[src/rtl/ro_sampler.sv]
// Ring-oscillator sampler: synchronises the RO outputs, XOR-combines them into
// one raw bit, samples that bit at a divided rate, removes bias with a von
// Neumann corrector and packs the surviving bits into words for a valid/ready
// consumer. It also steps the RO length controls and flags a stuck source.
module ro_sampler #(
    parameter int N_RO       = 4,
    parameter int SAMPLE_DIV = 16,
    parameter int WORD_W     = 8,
    parameter int STUCK_LIM  = 64
) (
    input  logic              clk,
    input  logic              rst_n,
    input  logic              en,
    input  logic [N_RO-1:0]   ro_in,
    output logic [N_RO-1:0]   ro_ctrl,
    output logic [WORD_W-1:0] rnd_data,
    output logic              rnd_valid,
    input  logic              rnd_ready,
    output logic              ovf,
    output logic              err_stuck
);

    localparam int DIV_W = (SAMPLE_DIV > 1) ? $clog2(SAMPLE_DIV) : 1;
    localparam int BIT_W = (WORD_W > 1) ? $clog2(WORD_W) : 1;
    localparam int RUN_W = $clog2(STUCK_LIM + 1);

    localparam logic [DIV_W-1:0] DIV_LAST = DIV_W'(SAMPLE_DIV - 1);
    localparam logic [BIT_W-1:0] BIT_LAST = BIT_W'(WORD_W - 1);
    localparam logic [RUN_W-1:0] RUN_LIM  = RUN_W'(STUCK_LIM);

    typedef enum logic {
        P0 = 1'b0,
        P1 = 1'b1
    } vn_state_e;

    // XOR-combine of all synchronised RO outputs.
    function automatic logic xor_reduce(input logic [N_RO-1:0] v);
        return ^v;
    endfunction

    vn_state_e         state_q, state_d;
    logic [N_RO-1:0]   sync1_q, sync2_q;
    logic [DIV_W-1:0]  div_q, div_d;
    logic              b0_q, b0_d;
    logic [WORD_W-1:0] shreg_q, shreg_d;
    logic [BIT_W-1:0]  bit_cnt_q, bit_cnt_d;
    logic [WORD_W-1:0] data_q, data_d;
    logic              valid_q, valid_d;
    logic              ovf_q, ovf_d;
    logic [N_RO-1:0]   ctrl_q, ctrl_d;
    logic [RUN_W-1:0]  run_q, run_d;
    logic              last_raw_q, last_raw_d;
    logic              stuck_q, stuck_d;

    logic              raw_s;
    logic              strobe_s;
    logic              emit_s;
    logic              emit_bit_s;
    logic              word_done_s;
    logic [WORD_W-1:0] word_s;

    assign raw_s = xor_reduce(sync2_q);

    // Sample divider and von Neumann pair FSM; disabling restarts both.
    always_comb begin
        div_d      = div_q;
        state_d    = state_q;
        b0_d       = b0_q;
        emit_s     = 1'b0;
        emit_bit_s = 1'b0;
        strobe_s   = en && (div_q == DIV_LAST);
        if (!en) begin
            div_d   = '0;
            state_d = P0;
        end else begin
            if (div_q == DIV_LAST) begin
                div_d = '0;
            end else begin
                div_d = div_q + DIV_W'(1);
            end
            if (strobe_s) begin
                case (state_q)
                    P0: begin
                        b0_d    = raw_s;
                        state_d = P1;
                    end
                    P1: begin
                        emit_s     = (b0_q != raw_s);
                        emit_bit_s = b0_q;
                        state_d    = P0;
                    end
                    default: begin
                        state_d = P0;
                    end
                endcase
            end else begin
                state_d = state_q;
            end
        end
    end

    // Bit packing, word hand-off to the consumer, overflow and RO control step.
    always_comb begin
        shreg_d     = shreg_q;
        bit_cnt_d   = bit_cnt_q;
        data_d      = data_q;
        valid_d     = valid_q;
        ovf_d       = ovf_q;
        ctrl_d      = ctrl_q;
        word_s      = {shreg_q[WORD_W-2:0], emit_bit_s};
        word_done_s = emit_s && (bit_cnt_q == BIT_LAST);
        if (!en) begin
            shreg_d   = '0;
            bit_cnt_d = '0;
        end else if (emit_s) begin
            shreg_d = word_s;
            if (word_done_s) begin
                bit_cnt_d = '0;
            end else begin
                bit_cnt_d = bit_cnt_q + BIT_W'(1);
            end
        end else begin
            shreg_d = shreg_q;
        end
        // A word completing while the consumer takes the old one replaces it.
        if (word_done_s) begin
            if (!valid_q || rnd_ready) begin
                data_d  = word_s;
                valid_d = 1'b1;
                ctrl_d  = ctrl_q + N_RO'(1);
            end else begin
                ovf_d = 1'b1;
            end
        end else if (valid_q && rnd_ready) begin
            valid_d = 1'b0;
        end else begin
            valid_d = valid_q;
        end
    end

    // Run-length of identical raw samples; a zero count marks the first strobe.
    always_comb begin
        run_d      = run_q;
        last_raw_d = last_raw_q;
        stuck_d    = stuck_q;
        if (!en) begin
            run_d   = '0;
            stuck_d = 1'b0;
        end else if (strobe_s) begin
            last_raw_d = raw_s;
            if ((run_q == '0) || (raw_s != last_raw_q)) begin
                run_d = RUN_W'(1);
            end else if (run_q < RUN_LIM) begin
                run_d = run_q + RUN_W'(1);
            end else begin
                run_d = run_q;
            end
            if (run_d == RUN_LIM) begin
                stuck_d = 1'b1;
            end else begin
                stuck_d = stuck_q;
            end
        end else begin
            run_d = run_q;
        end
    end

    // State registers; synchronous reset clears everything including the synchronisers.
    always_ff @(posedge clk) begin
        if (!rst_n) begin
            sync1_q    <= '0;
            sync2_q    <= '0;
            div_q      <= '0;
            state_q    <= P0;
            b0_q       <= 1'b0;
            shreg_q    <= '0;
            bit_cnt_q  <= '0;
            data_q     <= '0;
            valid_q    <= 1'b0;
            ovf_q      <= 1'b0;
            ctrl_q     <= '0;
            run_q      <= '0;
            last_raw_q <= 1'b0;
            stuck_q    <= 1'b0;
        end else begin
            sync1_q    <= ro_in;
            sync2_q    <= sync1_q;
            div_q      <= div_d;
            state_q    <= state_d;
            b0_q       <= b0_d;
            shreg_q    <= shreg_d;
            bit_cnt_q  <= bit_cnt_d;
            data_q     <= data_d;
            valid_q    <= valid_d;
            ovf_q      <= ovf_d;
            ctrl_q     <= ctrl_d;
            run_q      <= run_d;
            last_raw_q <= last_raw_d;
            stuck_q    <= stuck_d;
        end
    end

    assign ro_ctrl   = ctrl_q;
    assign rnd_data  = data_q;
    assign rnd_valid = valid_q;
    assign ovf       = ovf_q;
    assign err_stuck = stuck_q;

endmodule

[config.mk]
export PLATFORM = sky130hd
export DESIGN_NAME = ro_sampler
export DESIGN_NICKNAME = d
export VERILOG_FILES = /design/src/rtl/ro_sampler.sv
export SDC_FILE = /design/constraint.sdc
export NUM_CORES = 1
export LEC_CHECK = 0
export BUFFER_PORTS_ARGS = -buffer_cell sky130_fd_sc_hd__buf_2
export CORE_AREA = 2 2 65 61
export DETAILED_ROUTE_END_ITERATION = 6
export DIE_AREA = 0 0 67 63
export PLACE_DENSITY_LB_ADDON = 0.2
export SYNTH_ARGS = -nofsm -noshare
export SYNTH_HDL_FRONTEND = slang
export SYNTH_SLANG_ARGS = --single-unit
[constraint.sdc]
create_clock -name clk -period 3.2 [get_ports clk]
set_input_delay 0.16 -clock clk [delete_from_list [all_inputs] [get_ports clk]]
set_output_delay 0.16 -clock clk [all_outputs]
set_load 0.005 [all_outputs]
# Yosys cells after proc, flatten, opt, wreduce, memory -nomap -nowiden
# Index checks and enable logic that the tools add are counted.
# classes
add_sub_neg,4
multipliers,0
div,0
magnitude_cmp,1
n_eq_ne,6
n_shift,0
mux,15
bitwise,4
n_reduce_logical,17
# op_table
cell,n
7-bit 2-to-1 mux,4
2-bit AND reduction,6
1-bit 2-to-1 mux,9
"4-bit by 1-bit adder with 4-bit output, second input constant",2
"7-bit by 1-bit adder with 7-bit output, second input constant",1
"7-bit equality test, second input constant",1
7-bit zero test,1
"7-bit less-than comparator, second input constant",1
"4-bit equality test, second input constant",1
1-bit NOT,4
4-bit parity,1
"3-bit by 1-bit adder with 3-bit output, second input constant",1
"3-bit equality test, second input constant",1
1-bit logical AND,3
3-bit 2-to-1 mux,1
3-bit AND reduction,1
3-bit OR reduction,1
1-bit logical OR,2
1-bit inequality test,2
"2-bit by 1-bit inequality test with 1-bit output, second input constant",1
1-bit case mux with 2 select lines,1
2-bit nonzero test,1
1-bit zero test,1
# totals
ff_bits,47
latchBits,0
ram_bits,0
mem_bits_ro,0
mem_count,0

# Depth between registers and ports, before layout
# Gate-level depths: netlist (run 1).
# logic_depth
depth_word,8
ltp_mapped,8

# Worst setup path before layout (run 1)
# Ideal clock, no wire load.
# synth_path
path_type,register to register
start,register div_q[0]
end,"register data_q[6], in the netlist rnd_data[6]"
setup_ns,0.067
arrival_ns,1.553
path_slack_ns,1.580
path_stages_with_launch,9
path_buffers,2
cell_sequence,dfxtp_1 -> ha_1 -> and3_1 -> clkbuf_8 -> nand4_1 -> nor2_4 -> buf_6 -> nand3_1 -> o21ai_2
# synth_between
elab_chain_len,6
# synth_rtl
item,line,rtl
"start, declared",43,"logic [DIV_W-1:0] div_q, div_d;"
"start signal, assigned",188,div_q <= div_d;
4-bit equality test,71,strobe_s = en && (div_q == DIV_LAST);
1-bit logical AND,71,
1-bit 2-to-1 mux,81,if (strobe_s) begin
1-bit 2-to-1 mux,72,if (!en) begin
1-bit logical AND,111,word_done_s = emit_s && (bit_cnt_q == BIT_LAST);
2-bit AND reduction (no line),n/a,
"end signal, assigned",193,data_q <= data_d;
"end, declared",47,"logic [WORD_W-1:0] data_q, data_d;"
# No other way between the ends.
# A chain may end at the register's enable or synchronous reset.

# Final worst setup path (run 1)
# layout_path
start,register div_q[0]
end,"register ctrl_q[0], in the netlist ro_ctrl[0]"
# layout_between
elab_chain_len,6
# layout_rtl
item,line,rtl
4-bit equality test,71,
1-bit logical AND,71,
1-bit 2-to-1 mux,81,
1-bit 2-to-1 mux,72,
1-bit logical AND,111,
2-bit AND reduction (no line),n/a,
"end signal, assigned",196,ctrl_q <= ctrl_d;
"end, declared",50,"logic [N_RO-1:0] ctrl_q, ctrl_d;"
# No other way between the ends.

==> results.json, run 1 <==
{
  "io-pin-count": 23,
  "detailed_place_hpwl_um": 2540,
  "finalCritPeriodShare": 0.624,
  "detail-route-antenna-nets": 0,
  "num_antenna_cells": 0,
  "setup_viol_count_final": 0,
  "ir_drop_v": 0.000291,
  "synth_cells": 232,
  "synth_top_area_cell": "dfxtp_1",
  "tightest_slew_ps": 663,
  "placementRows": 21,
  "nNetsFinal": 261,
  "design.die.area_mm2": 0.00422,
  "p_per_area_mw_per_mm2": 446,
  "place_ws_ps": 1220,
  "dr.pass1.iters": 4,
  "synthTopCellsByArea": "dfxtp_1 (44%), nand2_1 (5.3%), o21ai_0 (5.2%)",
  "place_area_mm2": 0.00221,
  "critical_path_class": "reg -> reg",
  "place_congestion": 0.779,
  "antenna_found_initial": 0,
  "grt_setup_unrepaired": "no",
  "cts_root_buf": "clkbuf_8",
  "grt_start_max_net_pins": 36,
  "holdWs_ps": 61.9,
  "grt_pass1_wl_um": 6750,
  "hold_class": "in -> reg",
  "final_cells": 294,
  "avgRoutedWirePerCell_um": 12.7,
  "startpoint_type": "flip-flop",
  "n_fill_cell": 313,
  "holdBufCountCts": 0,
  "cp_slowest_cell": "nor2_4",
  "leakage_nw": 0.931,
  "status": "complete, no violations",
  "yosysSeqAreaShare": 0.441,
  "ys_warn_count": 0,
  "final_hold_viol_count": 0,
  "synth_area_mm2": 0.00213,
  "port_buffers": 22,
  "min_period_ps": 2000,
  "cts_setup_buffers": 0,
  "worstPathRequired_ps": 3400,
  "start_util": 0.597,
  "cts_resized": 0,
  "setup_tns_ps": 0,
  "fmax_ghz": 0.501,
  "crit_arrival_ps": 2200,
  "clockBufferDepth": 2,
  "cts_max_level": 2,
  "fin_worst_skew_ps": 3.75,
  "synth_nets": 246,
  "drc_errors": 0,
  "setup_ws_ps": 1200,
  "maxCapViolCount": 0,
  "yosys.cell_types.count": 47,
  "cts_tree": "built",
  "clk_latency_ps": 300,
  "die_y_um": 63,
  "grt_overflow": 0,
  "p_total_mw": 1.03,
  "syn_area_per_cell_um2": 9.20,
  "relSlewSlack": 0.558,
  "yosysTopAreaCellShare": 0.441,
  "vias": 1595,
  "core_area_mm2": 0.00357,
  "path_clk_slew_ps": 80,
  "cts_sinks": 47,
  "async_flop_share": 0,
  "grt_pass1_vias": 1474,
  "drv_slew": 0,
  "path_cells": "ha_1 -> and3_1 -> nand4_1 -> nor2_4 -> xor2_1 -> and2_1",
  "grt_usage": 0.207,
  "dieWidth_um": 67,
  "ys.flop_type": "dfxtp_1",
  "crit_fanout": 17,
  "synth-edff-count": 0,
  "numCtsBuffers": 5,
  "final_cell_area_mm2": 0.00231,
  "via_per_inst": 5.43,
  "dp.cells": 286,
  "synth_commonest_cells": "dfxtp_1 (47), nand2_1 (30), o21ai_0 (22)",
  "cp-end-kind": "flip-flop",
  "area_growth_pct": 8.39,
  "wl_um": 3740,
  "critPathMaxStageDelay_ps": 400,
  "synth_seq_cells": 47,
  "drive_gt1_frac": 0.185,
  "utilization": 0.647,
  "synth.most_common_cell": "dfxtp_1",
  "first_iter_violations": 107
}
[routing by layer]
layer  part of all wire  vias to the layer above  GRT usage  wire (um)
li1                   -                      827          -          -
met1               0.48                      737      0.285       1790
met2               0.47                       24      0.317       1760
met3              0.033                        7     0.0432        122
met4              0.017                        0     0.0765         65
met5                  0                        -          0          0
[cells by family after synthesis]
group | Yosys count | synth area share
AOI/OAI and AO/OA | 46 | 0.135
buffers and inverters | 17 | 0.0487
DFF | 47 | 0.441
xor gates and xnor gates | 13 | 0.0710
and+or+nand+nor | 101 | 0.257
adders and majority gates | 6 | 0.0352
muxes | 2 | 0.0117
[area by class of cell]
type	count	area, um2	share of cell area
multi-input combinational	168	1090	0.471
sequential	47	941	0.407
tap	46	57.6	0.0249
timing repair buffer	22	110	0.0476
inverter	3	11.3	0.00487
clock buffer	7	96.3	0.0417
clock inverter	1	7.51	0.00325
[final timing paths]
path | cells past startpoint | slack [ps] | startpoint | endpoint
worst max-delay path | 6 | 1200 | div_q[0]$_SDFF_PP0_ | ro_ctrl[0]$_SDFFE_PN0P_
worst min-delay path | 2 | 60 | ro_in[1] | sync1_q[1]$_SDFF_PN0_
worst max register to register | 6 | 1200 | div_q[0]$_SDFF_PP0_ | ro_ctrl[0]$_SDFFE_PN0P_
worst min register to register | 1 | 440 | sync1_q[1]$_SDFF_PN0_ | sync2_q[1]$_SDFF_PN0_
[cell usage in the layout (no fill, tap or decap), drive strengths merged, types with 2 or more instances in the layout]
cell type	instances
a21oi	6
o2111ai	3
clkbuf	7
and2	15
nand3	20
nand4b	3
inv	3
a21boi	2
dfxtp	47
nor2	11
and4b	2
and3	4
nor3	4
o21ai	25
nor4	2
nand2b	3
buf	22
nor2b	3
xnor2	5
ha	6
nand2	31
xor2	7
a31oi	2
[worst max-delay path, delay by kind of cell (launching register included)]
family	cells	cell delay, ps
AND/OR/NAND/NOR	4	1230
flip-flops	1	360
adder cells (fa/ha/maj)	1	210
XOR/XNOR	1	100
[power by group]
group	leakage, nW	switching, mW	internal, mW
Sequential	0.380	0.00292	0.590
Clock	0.0505	0.196	0.197
Combinational	0.500	0.0283	0.0170
[state kept, by name, summed over array words and instances, names as in the netlist, 3 cells and up]
| signal | count |
|---|---|
| rnd_data | 8 |
| run_q | 7 |
| shreg_q | 7 |
| div_q | 4 |
| ro_ctrl | 4 |
| sync1_q | 4 |
| sync2_q | 4 |
| bit_cnt_q | 3 |
No activity file was read; power rests on OpenSTA's default activity.
==> run 2, diff against run 1 <==
--- a/config.mk
+++ b/config.mk
@@ -5,10 +5,11 @@
 export SDC_FILE = /design/constraint.sdc
 export NUM_CORES = 1
 export LEC_CHECK = 0
+export ABC_AREA = 1
 export BUFFER_PORTS_ARGS = -buffer_cell sky130_fd_sc_hd__buf_2
-export CORE_AREA = 2 2 65 61
+export CORE_AREA = 2 2 70 65
 export DETAILED_ROUTE_END_ITERATION = 6
-export DIE_AREA = 0 0 67 63
+export DIE_AREA = 0 0 72 67
 export PLACE_DENSITY_LB_ADDON = 0.2
 export SYNTH_ARGS = -nofsm -noshare
 export SYNTH_HDL_FRONTEND = slang
==> constraint.sdc (replaced) <==
create_clock -name clk -period 1.8 [get_ports clk]
set_input_delay 0.09 -clock clk [delete_from_list [all_inputs] [get_ports clk]]
set_output_delay 0.09 -clock clk [all_outputs]
set_load 0.005 [all_outputs]
==> run 2 against run 1 <==
  * Cell count rose by 19%
  * Power rose by 69%
  * Largest power group unchanged
  * Combinational power rose by 61%
  * Global-route usage fell by 4.3 points
  * Synthesized cell count rose by 16%
  * Die area rose by 14%
  * Register-to-register slack got worse by 1100 ps
  * Highest routed layer unchanged
  * Hold slack improved by 79 ps
==> results.json, run 2 <==
{
  "first_iter_violations": 40,
  "final_common_cell": "nand2_1",
  "grt_start_max_net_pins": 22,
  "crit_family": "simple AND/OR/NAND/NOR gates",
  "cts_sinks": 47,
  "ir_drop_v": 0.000407,
  "reg2reg_to": "ro_ctrl[1]$_SDFFE_PN0P_",
  "grt_pass1_vias": 1390,
  "die_y_um": 67,
  "wl_um": 3550,
  "synth.most_common_cell": "nand2_1",
  "design.die.area_mm2": 0.00482,
  "critical_path_class": "reg -> reg",
  "power_frac_clock": 0.351,
  "combPwrFrac": 0.042,
  "nNetsFinal": 316,
  "r2r_cells": 11,
  "crit_arrival_ps": 1910,
  "hold_class": "in -> reg",
  "placementRows": 22,
  "vias": 1653,
  "drc_errors": 0,
  "synth_seq_cells": 47,
  "n_fill_cell": 385,
  "holdPathEnd": "rnd_valid$_SDFFE_PN0P_",
  "area_growth_pct": 16.5,
  "maxCapViolCount": 0,
  "core_area_mm2": 0.00405,
  "path_clk_slew_ps": 80,
  "synthTopCellsByArea": "dfxtp_1 (47%), nand2_1 (10%), nor2_1 (8.6%)",
  "crit_start": "div_q[0]$_SDFF_PP0_",
  "final_cell_area_mm2": 0.00234,
  "num_antenna_cells": 0,
  "final_cells": 350,
  "startpoint_type": "flip-flop",
  "yosysTopAreaCellShare": 0.469,
  "detail-route-antenna-nets": 0,
  "p_sw_frac": 0.227,
  "ys.flop_type": "dfxtp_1",
  "clk_latency_ps": 300,
  "io-pin-count": 23,
  "fmax_ghz": 0.587,
  "final_cell_mix": "nand2_1 (53), nor2_1 (46), dfxtp_1 (45), inv_1 (29), buf_2 (22)",
  "drv_slew": 0,
  "start_util": 0.496,
  "path_cells": "ha_2 -> nand2_2 -> nor2_4 -> nand2_2 -> nor2_4 -> nand2_2 -> nor2_4 -> nand3_4 -> buf_4 -> o21ai_0 -> nor2_1",
  "worstPathRequired_ps": 2000,
  "synth_cells": 270,
  "crit_fanout": 7,
  "whs_path_depth": 4,
  "critPathMaxStageDelay_ps": 350,
  "cts_max_level": 2,
  "utilization": 0.578,
  "grt_overflow": 0,
  "dieWidth_um": 72,
  "cp-end-kind": "flip-flop",
  "cts_tree": "built",
  "cp_slowest_cell": "dfxtp_2",
  "p_seq_frac": 0.607,
  "leakage_nw": 1.05,
  "detailed_place_hpwl_um": 2530,
  "synth_top_area_cell": "dfxtp_1",
  "dr.pass1.iters": 4,
  "fin_worst_skew_ps": 6.61,
  "async_flop_share": 0,
  "setup_viol_count_final": 0,
  "synth_area_mm2": 0.00201,
  "switching_power_mw": 0.395,
  "final_hold_viol_count": 0,
  "dp.cells": 337,
  "synth_commonest_cells": "nand2_1 (54), dfxtp_1 (47), nor2_1 (46)",
  "status": "complete, no violations",
  "syn_area_per_cell_um2": 7.44,
  "tightest_slew_ps": 371,
  "internal_power_mw": 1.34,
  "antenna_found_initial": 0,
  "synth-edff-count": 0,
  "numCtsBuffers": 5,
  "rrSetupSlack_ps": 100,
  "p_per_area_mw_per_mm2": 743,
  "place_area_mm2": 0.00217,
  "yosysSeqAreaShare": 0.469,
  "place_congestion": 0.807,
  "finalCritPeriodShare": 0.947,
  "clockBufferDepth": 2,
  "yosys.cell_types.count": 30,
  "ys_warn_count": 0,
  "r2r_start": "div_q[0]$_SDFF_PP0_",
  "hold_path_startpoint": "rnd_ready",
  "avgRoutedWirePerCell_um": 10.1,
  "drive_gt1_frac": 0.179,
  "crit_buf_inv": 1,
  "synth_nets": 284,
  "largest_reg_flops": 8,
  "relSlewSlack": 0.750,
  "grt_usage": 0.164,
  "grt_pass1_wl_um": 6010,
  "min_period_ps": 1700,
  "port_buffers": 22,
  "cts_root_buf": "clkbuf_8",
  "via_per_inst": 4.72
}
run 2: changes by cell type in the layout (fill, tap and decap cells not counted), moves of 5 or more:
cell,change
nor2_1,+37
inv_1,+26
nand2_1,+23
and2_1,-14
nand3_1,-11
a21oi_1,+10
o21ai_0,-8
o21ai_1,+6
inv_2,+5
run 2: worst min-delay path, stage by stage:
cell	delay, ps
buf_2	70
nor2_1	50
inv_1	100
a21oi_1	80
run 2: final cells by class:
| cell class | count | area, um2 | area share |
|---|---|---|---|
| clock buffers | 5 | 68.8 | 0.0294 |
| repair buffers | 32 | 203 | 0.0866 |
| inverters | 35 | 134 | 0.0572 |
| well taps | 48 | 60.1 | 0.0257 |
| flip-flops and latches | 47 | 943 | 0.403 |
| multi-input cells | 181 | 917 | 0.392 |
| clock inverters | 2 | 13.8 | 0.00588 |
run 2: worst max-delay path by stage:
stage / depth (start not counted) / end / slack (ps)
2_1_floorplan: 11 / rnd_data[1]$_SDFFE_PN0P_ / 220
3_3_place_gp: 11 / rnd_data[5]$_SDFFE_PN0P_ / 140
3_5_place_dp: 11 / rnd_data[5]$_SDFFE_PN0P_ / 70
4_1_cts: 11 / rnd_data[5]$_SDFFE_PN0P_ / 70
5_1_grt: 11 / ro_ctrl[1]$_SDFFE_PN0P_ / -5
6_report: 11 / ro_ctrl[1]$_SDFFE_PN0P_ / 100
run 2: cells by family (layout without fill, tap and decap cells):
logic type	count (synthesis)	in the layout	share of synthesized area
AND/OR/NAND/NOR	124	124	0.261
adder cells (fa/ha/maj)	6	6	0.0374
AO/OA/AOI/OAI	45	45	0.121
XOR/XNOR	6	6	0.0262
flip-flops	47	47	0.469
buffers and inverters	42	74	0.0854
run 2: power by group through the flow:
stage | registers [mW] | clock network, mW | logic (mW)
finish | 1.06 | 0.610 | 0.0731
global placement | 1.08 | 0 | 0.0651
CTS | 1.05 | 0.632 | 0.0731
detailed placement | 1.08 | 0 | 0.0663
global route | 1.06 | 0.674 | 0.0842
floorplan | 1.08 | 0 | 0.0461
run 2: timing repair:
action                                  in CTS  in global routing
resized for setup                            0                 12
setup buffers                                0                  2
endpoints found under the setup margin       0                 16
hold buffers                                 4                  0
endpoints found under the hold margin        4                  0
run 2: routing by layer:
layer	vias up	share of wire	GRT usage	wire, um
met4	0	0.016	0.0708	57
met1	708	0.53	0.215	1870
li1	915	-	-	-
met2	25	0.42	0.245	1480
met3	5	0.042	0.0545	149
met5	-	0	0	0
run 2: through the flow:
step                TNS, ps  setup slack [ps]  power [mW]  hold WS [ps]
floorplan                 0               224        1.12           188
global placement          0               135        1.14           270
detailed placement        0              74.1        1.15           277
CTS                       0              66.7        1.76          89.2
global route          -4.52             -4.52        1.81           149
finish                    0              95.7        1.74           140
